==> config.mk <==
export PLATFORM = sky130hd
export DESIGN_NAME = game_engine
export DESIGN_NICKNAME = d
export VERILOG_FILES = /design/src/rtl/game_engine.sv
export SDC_FILE = /design/constraint.sdc
export NUM_CORES = 1
export LEC_CHECK = 0
export ABC_CLOCK_PERIOD_IN_PS = 6400
export BUFFER_PORTS_ARGS = -buffer_cell sky130_fd_sc_hd__buf_2
export CORE_AREA = 2 2 153 155
export CTS_BUF_LIST = sky130_fd_sc_hd__clkbuf_4 sky130_fd_sc_hd__clkbuf_8
export DETAILED_ROUTE_END_ITERATION = 6
export DIE_AREA = 0 0 155 157
export PLACE_DENSITY = 0.75
export SLEW_MARGIN = 5
export SYNTH_ARGS = -nofsm -noshare
export SYNTH_HDL_FRONTEND = slang
export SYNTH_SLANG_ARGS = --single-unit
export TNS_END_PERCENT = 1
==> constraint.sdc <==
create_clock -name clk -period 6.4 [get_ports clk]
set_clock_uncertainty 0.1 [all_clocks]
set_input_delay 1.28 -clock clk [delete_from_list [all_inputs] [get_ports clk]]
set_output_delay 1.28 -clock clk [all_outputs]
set_load 0.02 [all_outputs]
==> src/rtl/game_engine.sv <==
// Sokoban move engine: loads a level from the init stage, then executes one
// direction command per two cycles with wall/box/edge checks and win detection.
module game_engine (
  input  logic         clk,
  input  logic         rst,
  input  logic         new_game,
  input  logic [1:0]   level_sel,
  output logic [1:0]   stage,
  input  logic [63:0]  wall,
  input  logic [63:0]  destination,
  input  logic [163:0] game_state_int,
  input  logic         dir_valid,
  input  logic [1:0]   dir,
  output logic         dir_ready,
  output logic [63:0]  box,
  output logic [2:0]   player_x,
  output logic [2:0]   player_y,
  output logic [9:0]   moves,
  output logic [9:0]   pushes,
  output logic         step_done,
  output logic         moved,
  output logic         win
);

  typedef enum logic [1:0] {LOAD, PLAY, EVAL, WON} state_t;

  state_t      state_q, state_d;
  logic [1:0]  stage_q, stage_d;
  logic [63:0] box_q, box_d;
  logic [2:0]  px_q, px_d, py_q, py_d;
  logic [9:0]  moves_q, moves_d, pushes_q, pushes_d;
  logic        step_done_q, step_done_d;
  logic        moved_q, moved_d;
  logic        win_q, win_d;
  logic        t_off_q, t_off_d, b_off_q, b_off_d;
  logic [5:0]  t_idx_q, t_idx_d, b_idx_q, b_idx_d;

  logic [2:0]  tx, ty, bx, by;
  logic        t_off, b_off;
  logic        is_push, blocked;
  logic [63:0] box_step;
  logic        win_cond;

  logic unused_state_bits;
  assign unused_state_bits = ^game_state_int[163:70];

  // Neighbour coordinates; 3-bit wrap is harmless because the off-board flags mask it.
  always_comb begin
    tx    = px_q;
    ty    = py_q;
    bx    = px_q;
    by    = py_q;
    t_off = 1'b0;
    b_off = 1'b0;
    case (dir)
      2'd0: begin
        ty    = py_q - 3'd1;
        by    = py_q - 3'd2;
        t_off = (py_q == 3'd0);
        b_off = (py_q <= 3'd1);
      end
      2'd1: begin
        ty    = py_q + 3'd1;
        by    = py_q + 3'd2;
        t_off = (py_q == 3'd7);
        b_off = (py_q >= 3'd6);
      end
      2'd2: begin
        tx    = px_q - 3'd1;
        bx    = px_q - 3'd2;
        t_off = (px_q == 3'd0);
        b_off = (px_q <= 3'd1);
      end
      default: begin
        tx    = px_q + 3'd1;
        bx    = px_q + 3'd2;
        t_off = (px_q == 3'd7);
        b_off = (px_q >= 3'd6);
      end
    endcase
  end

  always_comb begin
    is_push  = box_q[t_idx_q];
    blocked  = t_off_q | wall[t_idx_q] |
               (is_push & (b_off_q | wall[b_idx_q] | box_q[b_idx_q]));
    box_step = box_q;
    if (!blocked && is_push) begin
      box_step[t_idx_q] = 1'b0;
      box_step[b_idx_q] = 1'b1;
    end
    win_cond = ((box_step & ~destination) == '0) && (box_step != '0);
  end

  always_comb begin
    state_d     = state_q;
    stage_d     = stage_q;
    box_d       = box_q;
    px_d        = px_q;
    py_d        = py_q;
    moves_d     = moves_q;
    pushes_d    = pushes_q;
    step_done_d = 1'b0;
    moved_d     = moved_q;
    win_d       = win_q;
    t_off_d     = t_off_q;
    b_off_d     = b_off_q;
    t_idx_d     = t_idx_q;
    b_idx_d     = b_idx_q;

    if (new_game) begin
      stage_d = level_sel;
      state_d = LOAD;
    end else begin
      case (state_q)
        LOAD: begin
          box_d    = game_state_int[69:6];
          px_d     = game_state_int[5:3];
          py_d     = game_state_int[2:0];
          moves_d  = '0;
          pushes_d = '0;
          win_d    = 1'b0;
          state_d  = PLAY;
        end
        PLAY: begin
          if (dir_valid) begin
            t_off_d = t_off;
            b_off_d = b_off;
            t_idx_d = {ty, tx};
            b_idx_d = {by, bx};
            state_d = EVAL;
          end
        end
        EVAL: begin
          step_done_d = 1'b1;
          moved_d     = ~blocked;
          if (!blocked) begin
            box_d   = box_step;
            px_d    = t_idx_q[2:0];
            py_d    = t_idx_q[5:3];
            moves_d = (moves_q == '1) ? moves_q : moves_q + 10'd1;
            if (is_push)
              pushes_d = (pushes_q == '1) ? pushes_q : pushes_q + 10'd1;
          end
          win_d   = win_cond;
          state_d = win_cond ? WON : PLAY;
        end
        default: begin
          state_d = WON;
        end
      endcase
    end
  end

  always_ff @(posedge clk) begin
    if (rst) begin
      state_q     <= LOAD;
      stage_q     <= '0;
      box_q       <= '0;
      px_q        <= '0;
      py_q        <= '0;
      moves_q     <= '0;
      pushes_q    <= '0;
      step_done_q <= 1'b0;
      moved_q     <= 1'b0;
      win_q       <= 1'b0;
      t_off_q     <= 1'b0;
      b_off_q     <= 1'b0;
      t_idx_q     <= '0;
      b_idx_q     <= '0;
    end else begin
      state_q     <= state_d;
      stage_q     <= stage_d;
      box_q       <= box_d;
      px_q        <= px_d;
      py_q        <= py_d;
      moves_q     <= moves_d;
      pushes_q    <= pushes_d;
      step_done_q <= step_done_d;
      moved_q     <= moved_d;
      win_q       <= win_d;
      t_off_q     <= t_off_d;
      b_off_q     <= b_off_d;
      t_idx_q     <= t_idx_d;
      b_idx_q     <= b_idx_d;
    end
  end

  assign dir_ready = (state_q == PLAY) & ~new_game;
  assign stage     = stage_q;
  assign box       = box_q;
  assign player_x  = px_q;
  assign player_y  = py_q;
  assign moves     = moves_q;
  assign pushes    = pushes_q;
  assign step_done = step_done_q;
  assign moved     = moved_q;
  assign win       = win_q;

endmodule

-- Yosys cells after proc, flatten, opt, wreduce, memory -nomap -nowiden
Cells that the tools add are included.
W data, S select, Z words.
- register bits: 111
- input port bits: 300
- word-level logic and storage cells: 115
- $add $sub $neg: 10
- multiplexer cells: 37
- bitwise gates (word level): 13
- order comparisons: 8
- reductions and logical operators: 20
- equal/unequal tests: 13
- operator list (operator ; count):
    $and A64 B64 Y64 ; 2
    $mux W64 ; 2
    $not A64 Y64 ; 2
    $pmux W64 S2 ; 1
    $logic_not A64 Y1 ; 1
    $or A64 B64 Y64 ; 1
    $reduce_bool A64 Y1 ; 1
    $mux W10 ; 5
    $pmux W10 S2 ; 2
    $pmux W3 S2 ; 6
    $bmux W1 S6 ; 4
    $add A10 B1 Y10 const B ; 2
    $eq A10 B10 Y1 const B ; 2
    $lt A6 B7 Y1 const B ; 2
    $demux W1 S6 ; 2
    $ge A6 B1 Y1 const B ; 2
    $ne A2 B2 Y1 const B ; 5
    $mux W1 ; 7
    $add A3 B1 Y3 const B ; 2
    $add A3 B2 Y3 const B ; 2
    $eq A3 B3 Y1 const B ; 2
    $ge A3 B3 Y1 const B ; 2
    $le A3 B1 Y1 const B ; 2
    $logic_not A3 Y1 ; 2
    21 further kinds ; 40

-- Logic depth before layout (Yosys ltp)
- word-level depth: 14
- gate-level depth with buffers: 19
- gate-level depth less buffers: 12

-- Least setup slack after synthesis
No wires, ideal clock.
- path type: input to register
- from: in wall[29]
- to: reg state_q[1]
- arrival: 4.738 ns
- required time: 6.214 ns
- buffers on the path: 2
- setup slack: 1.476 ns
- stages: 14
- cells stage by stage: or2_0 > mux4_2 > a221oi_1 > o22ai_1 > nor4_2 > buf_2 > nand3_2 > buf_2 > o31ai_1 > o22ai_1 > or4_1 > nor4_2 > o311ai_1 > a211oi_1
- longest elaborated chain between the ends: 14
- ends and longest elaborated chain (item ; line ; text):
    start, declared ; 9 ; input logic [63:0] wall,
    $bmux W1 S6 ; 86 ; (is_push & (b_off_q | wall[b_idx_q] | box_q[b_idx_q]));
    $mux W1 (not written as such) ; 86 ;
    $or A1 B1 Y1 (2 in a row) ; 86 ;
    $and A1 B1 Y1 ; 86 ;
    $or A1 B1 Y1 (*) ; 85 ; blocked = t_off_q | wall[t_idx_q] |
    $logic_not A1 Y1 (*) ; -- ;
    $logic_and A1 B1 Y1 (*) ; 88 ; if (!blocked && is_push) begin
    $mux W64 (*) ; 88 ;
    $and A64 B64 Y64 ; 92 ; win_cond = ((box_step & ~destination) == '0) && (box_step != '0);
    $logic_not A64 Y1 ; 92 ;
    $logic_and A1 B1 Y1 (*) ; 92 ;
    $mux W2 (*) ; 146 ; state_d = win_cond ? WON : PLAY;
    $pmux W2 S3 (*) ; 115 ; case (state_q)
    end signal, assigned ; 172 ; state_q <= state_d;
    end, declared ; 27 ; state_t state_q, state_d;
Every way passes the cells marked *; elsewhere a longest branch is shown, timed or not. The select of a mux whose other input is x is not followed.
A chain may end at the register's enable or synchronous reset.

-- Final worst setup path
- from: reg t_idx_q[2]
- to: reg win_q (netlist: win)
- longest elaborated chain between the ends: 12
- ends and longest elaborated chain (item ; line ; text):
    start, declared ; 36 ; logic [5:0] t_idx_q, t_idx_d, b_idx_q, b_idx_d;
    start signal, assigned ; 184 ; t_idx_q <= t_idx_d;
    $lt A6 B7 Y1 (not written as such) / $ge A6 B1 Y1 (equally long branches) ; 89 ; box_step[t_idx_q] = 1'b0;
    $logic_and A1 B1 Y1 (not written as such) ; 89 ;
    $mux W1 (not written as such) ; 89 ;
    $demux W1 S6 ; 89 ;
    $not A64 Y64 (no source line) ; -- ;
    $and A64 B64 Y64 (no source line) ; -- ;
    $or A64 B64 Y64 (no source line) ; -- ;
    $mux W64 (*) ; 88 ;
    $and A64 B64 Y64 ; 92 ;
    $logic_not A64 Y1 ; 92 ;
    $logic_and A1 B1 Y1 (*) ; 92 ;
    $pmux W1 S2 (*) ; 115 ;
    end signal, assigned ; 181 ; win_q <= win_d;
    end, declared ; 34 ; logic win_q, win_d;
Marked as above.

==> reports/results.md <==
- **Overall Global Routing Usage** 49.0%
- **clock edge transition at the registers on the reported setup and hold paths** 0.13 ns
- **count of antenna-violating nets left after detailed routing** 0
- **Placed Instances** 1960
- **total net switching power** 795 uW
- **per-cell via count in the routed design** 7.06
- **Final Slew Violations** 0
- **maximum number of pins on one net before global-route repair** 101
- **number of maximum-capacitance violations** 0
- **critical setup path kind** reg2reg
- **dominant synthesized flop cell** sky130_fd_sc_hd__dfxtp_1
- **setup-violating endpoint count in the final report** 0
- **leakage** 4.90 nW
- **overflow left after global routing** 0
- **portion of the clock cycle consumed by the worst path in the final layout** 91.7%
- **count of yosys warnings during synthesis** 0
- **final net count** 1995
- **cell area after technology mapping** 10300 um^2
- **fin crit period** 5.87 ns
- **Critical Path Fanout Max** 31
- **number of failing hold endpoints at the final stage** 0
- **routed length per instance** 31.0 um
- **TritonCTS Buffers** 9
- **kind of end point of the critical path** flop
- **TritonCTS clock tree** built
- **worst min-delay path endpoint** win$_SDFFE_PP0P_
- **aggregate negative setup slack** 0 ns
- **source of the worst register-to-register timing path** t_idx_q[2]$_SDFFE_PP0P_
- **Data required, critical path** 6.58 ns
- **Die Width** 155 um
- **Layout Area Growth over Synthesis** 22.5%
- **register-to-register setup slack** 0.53 ns
- **count of cell types in the netlist** 84
- **Post-Syn Instances** 1406
- **worst supply voltage drop on vdd** 0.111 mV
- **clock network power share** 23.8%
- **PortBufs** 301
- **Tot Pwr** 1.92 mW
- **standard cell core area** 22500 um^2
- **first-pass iteration count of the detailed router** 7
- **setup repair after global routing missed its margin** false
- **vias post-DR** 14000
- **Worst Setup Slack post-DPL** 0.575 ns
- **cell depth of the worst flop-to-flop path** 14
- **Worst Path Arrival** 6.05 ns
- **postcts setup bufs** 0
- **list of cells traversed by the critical path** buf_4 > mux2_2 > a221oi_1 > o22ai_1 > a211oi_2 > a311o_1 > buf_4 > or4_1 > a2bb2oi_1 > o211ai_1 > nor4_1 > nand4_1 > o311ai_0 > a21oi_1
- **top-level port count** 396
- **run status** complete, but fails checks
- **violation count after the first detailed-routing iteration** 2181
- **failing checks** DRC
- **Std-Cell Rows** 55
- **most frequent cell on the critical path** sky130_fd_sc_hd__buf_4
- **crit path from** t_idx_q[2]$_SDFFE_PP0P_
- **maximum clock rate** 170 MHz
- **clk buf depth** 2
- **clock root buffer master** sky130_fd_sc_hd__clkbuf_8
- **Final WS setup** 0.528 ns
- **count of instances resized after the clock tree is built** 0
- **destination of the worst register-to-register timing path** win$_SDFFE_PP0P_
- **first-pass GRT wire length** 86200 um
- **synthesized area divided by synthesized cell count** 7.34 um^2
- **relative contribution of combinational cells to total power** 33.4%
- **number of stages on the worst hold path** 2
- **sequential share of the synthesized area** 21.5%
- **startpoint of the tightest hold check path** win$_SDFFE_PP0P_
- **FFs w/ async S/R, synth** 0%
- **post-route insts no fill** 1977
- **die span in y** 157 um
- **post-synthesis sequential element count** 111
- **antenna violations before repair** 2
- **dpl hpwl** 47900 um
- **total power density per cell area** 152 nW/um^2
- **cell internal power dissipation** 1.13 mW
- **Worst path max stage delay** 0.77 ns
- **syn_nets** 1715
- **clock sink total** 111
- **weighted congestion reported at the end of routability-driven placement** 1.11
- **Final Util** 56.2%
- **Remaining DRCs** 2
- **number of synthesized flops with an enable pin** 0
- **proportion of total power due to net switching** 41.4%
- **starting density of the core** 45.9%
- **Rel. slew slack** 35.4%
- **pin slew with the least headroom to its limit** 0.966 ns
- **total length of routed wires** 61300 um
- **die footprint** 24300 um^2
- **later-pin clock latency in the skew report** 0.42 ns
- **Critical-path top delay cell** sky130_fd_sc_hd__dfxtp_2
- **via count of the first global-routing pass** 12900
- **hold crit path type** reg2reg
- **quantity of hold-fixing buffers added after cts** 0
- **share of post-route cells with drive strength above 1** 28.0%
- **part of the power in registers** 42.7%
- **CTS H-tree depth** 3
- **launching element type of the critical path** flop
[cell usage after synthesis, types with 9 or more instances]
master	instances	area [um^2]
sky130_fd_sc_hd__a22oi_1	13	97.6
sky130_fd_sc_hd__o22ai_1	25	156
sky130_fd_sc_hd__a221oi_1	11	96.3
sky130_fd_sc_hd__dfxtp_1	111	2220
sky130_fd_sc_hd__nor2b_1	10	62.6
sky130_fd_sc_hd__or4_1	10	75.1
sky130_fd_sc_hd__o31ai_1	29	218
sky130_fd_sc_hd__nand3_1	38	190
sky130_fd_sc_hd__or3_1	13	81.3
sky130_fd_sc_hd__o311ai_0	12	105
sky130_fd_sc_hd__nand2b_1	15	93.8
sky130_fd_sc_hd__ha_1	9	113
sky130_fd_sc_hd__xnor2_1	17	149
sky130_fd_sc_hd__xor2_1	10	87.6
sky130_fd_sc_hd__nand4_1	26	163
sky130_fd_sc_hd__buf_1	16	60.1
sky130_fd_sc_hd__mux2_2	10	113
sky130_fd_sc_hd__buf_4	9	67.6
sky130_fd_sc_hd__nor3b_1	10	75.1
sky130_fd_sc_hd__nand2_1	144	541
sky130_fd_sc_hd__a211oi_1	33	248
sky130_fd_sc_hd__mux2i_1	54	541
sky130_fd_sc_hd__o211ai_1	53	398
sky130_fd_sc_hd__nor3_1	51	255
sky130_fd_sc_hd__nor4_1	14	87.6
sky130_fd_sc_hd__mux4_2	27	608
sky130_fd_sc_hd__a21oi_1	101	505
sky130_fd_sc_hd__and3_1	10	62.6
sky130_fd_sc_hd__o21ai_0	28	140
sky130_fd_sc_hd__a311oi_1	20	175
sky130_fd_sc_hd__inv_1	46	173
sky130_fd_sc_hd__clkbuf_1	72	270
sky130_fd_sc_hd__nor2_1	178	668
sky130_fd_sc_hd__a31oi_1	20	125
sky130_fd_sc_hd__buf_2	24	120
[power groups by stage]
| stage | Sequential (mW) | Combinational, mW | Clock, mW |
|---|---|---|---|
| final | 0.821 | 0.643 | 0.458 |
| after global routing | 0.818 | 0.671 | 0.482 |
| after CTS | 0.810 | 0.617 | 0.458 |
| after detailed placement | 0.826 | 0.614 | 0 |
| after global placement | 0.824 | 0.607 | 0 |
| after floorplan | 0.806 | 0.323 | 0 |
[sequential cells by signal, indices dropped and copies added, names as in the netlist, 2 cells and up]
| name | flops |
|---|---|
| b_idx_q | 6 |
| player_y | 3 |
| stage | 2 |
| player_x | 3 |
| state_q | 2 |
| t_idx_q | 6 |
| box | 64 |
| pushes | 10 |
| moves | 10 |
[layout by cell type (no fill, tap or decap), types with 15 or more instances in the layout]
master	count
sky130_fd_sc_hd__buf_2	301
sky130_fd_sc_hd__nor2_1	177
sky130_fd_sc_hd__nand2_1	143
sky130_fd_sc_hd__dfxtp_1	107
sky130_fd_sc_hd__a21oi_1	100
sky130_fd_sc_hd__buf_4	85
sky130_fd_sc_hd__mux2i_1	54
sky130_fd_sc_hd__o211ai_1	53
sky130_fd_sc_hd__nor3_1	50
sky130_fd_sc_hd__inv_1	46
sky130_fd_sc_hd__nand3_1	38
sky130_fd_sc_hd__a211oi_1	33
sky130_fd_sc_hd__o31ai_1	29
sky130_fd_sc_hd__o21ai_0	28
sky130_fd_sc_hd__mux4_2	27
sky130_fd_sc_hd__nand4_1	26
sky130_fd_sc_hd__o22ai_1	25
sky130_fd_sc_hd__a31oi_1	20
sky130_fd_sc_hd__a311oi_1	20
sky130_fd_sc_hd__xnor2_1	17
sky130_fd_sc_hd__nand2b_1	15
[critical path: cells and delay by family (launching register included)]
family | cells | cell delay, ns
mux | 1 | 0.38
buf+inv | 2 | 0.65
simple gates | 3 | 1.18
compound gates | 8 | 2.61
flops | 1 | 0.77
[worst max-delay path by stage]
stage and end:
6_report win$_SDFFE_PP0P_, 5_1_grt state_q[1]$_SDFFE_PP0P_, 4_1_cts state_q[1]$_SDFFE_PP0P_, 3_5_place_dp state_q[1]$_SDFFE_PP0P_, 3_3_place_gp win$_SDFFE_PP0P_, 2_1_floorplan state_q[1]$_SDFFE_PP0P_
[per-layer routing]
layer	GRT usage, %	routed length [um]	vias up
met5	0	14	-
met4	32.3	5110	2
li1	-	-	5895
met1	61.8	22900	6434
met3	17.5	8850	331
met2	70.2	24400	1290
[final cells by class]
| cell class | instances | area [um^2] |
|---|---|---|
| Antenna cell | 1 | 2.50 |
| Clock buffer | 9 | 124 |
| Clock inverter | 7 | 75.1 |
| Fill cell | 2251 | 9860 |
| Inverter | 48 | 180 |
| Multi-Input combinational cell | 1125 | 7430 |
| Sequential cell | 111 | 2230 |
| Tap cell | 285 | 357 |
| Timing Repair Buffer | 391 | 2240 |
[cell families (layout without fill, tap and decap cells)]
family / count (synthesis) / in the layout / synth area share (%)
AOI/OAI and AO/OA: 430 / 430 / 29.3
xor gates and xnor gates: 27 / 27 / 2.29
adders and majority gates: 9 / 9 / 1.09
buffers and inverters: 170 / 455 / 6.87
DFF: 111 / 111 / 21.5
muxes: 93 / 93 / 12.4
other: 0 / 1 / 0
and+or+nand+nor: 566 / 566 / 26.5
[per-stage QoR]
stage                     hold slack, ns  cell area [um^2]
after floorplan                    0.358             10300
after global placement             0.349             12400
after detailed placement           0.361             12400
after CTS                          0.388             12600
after global routing               0.425             12600
final                              0.389             12600
(Power assumes the default switching activity.)
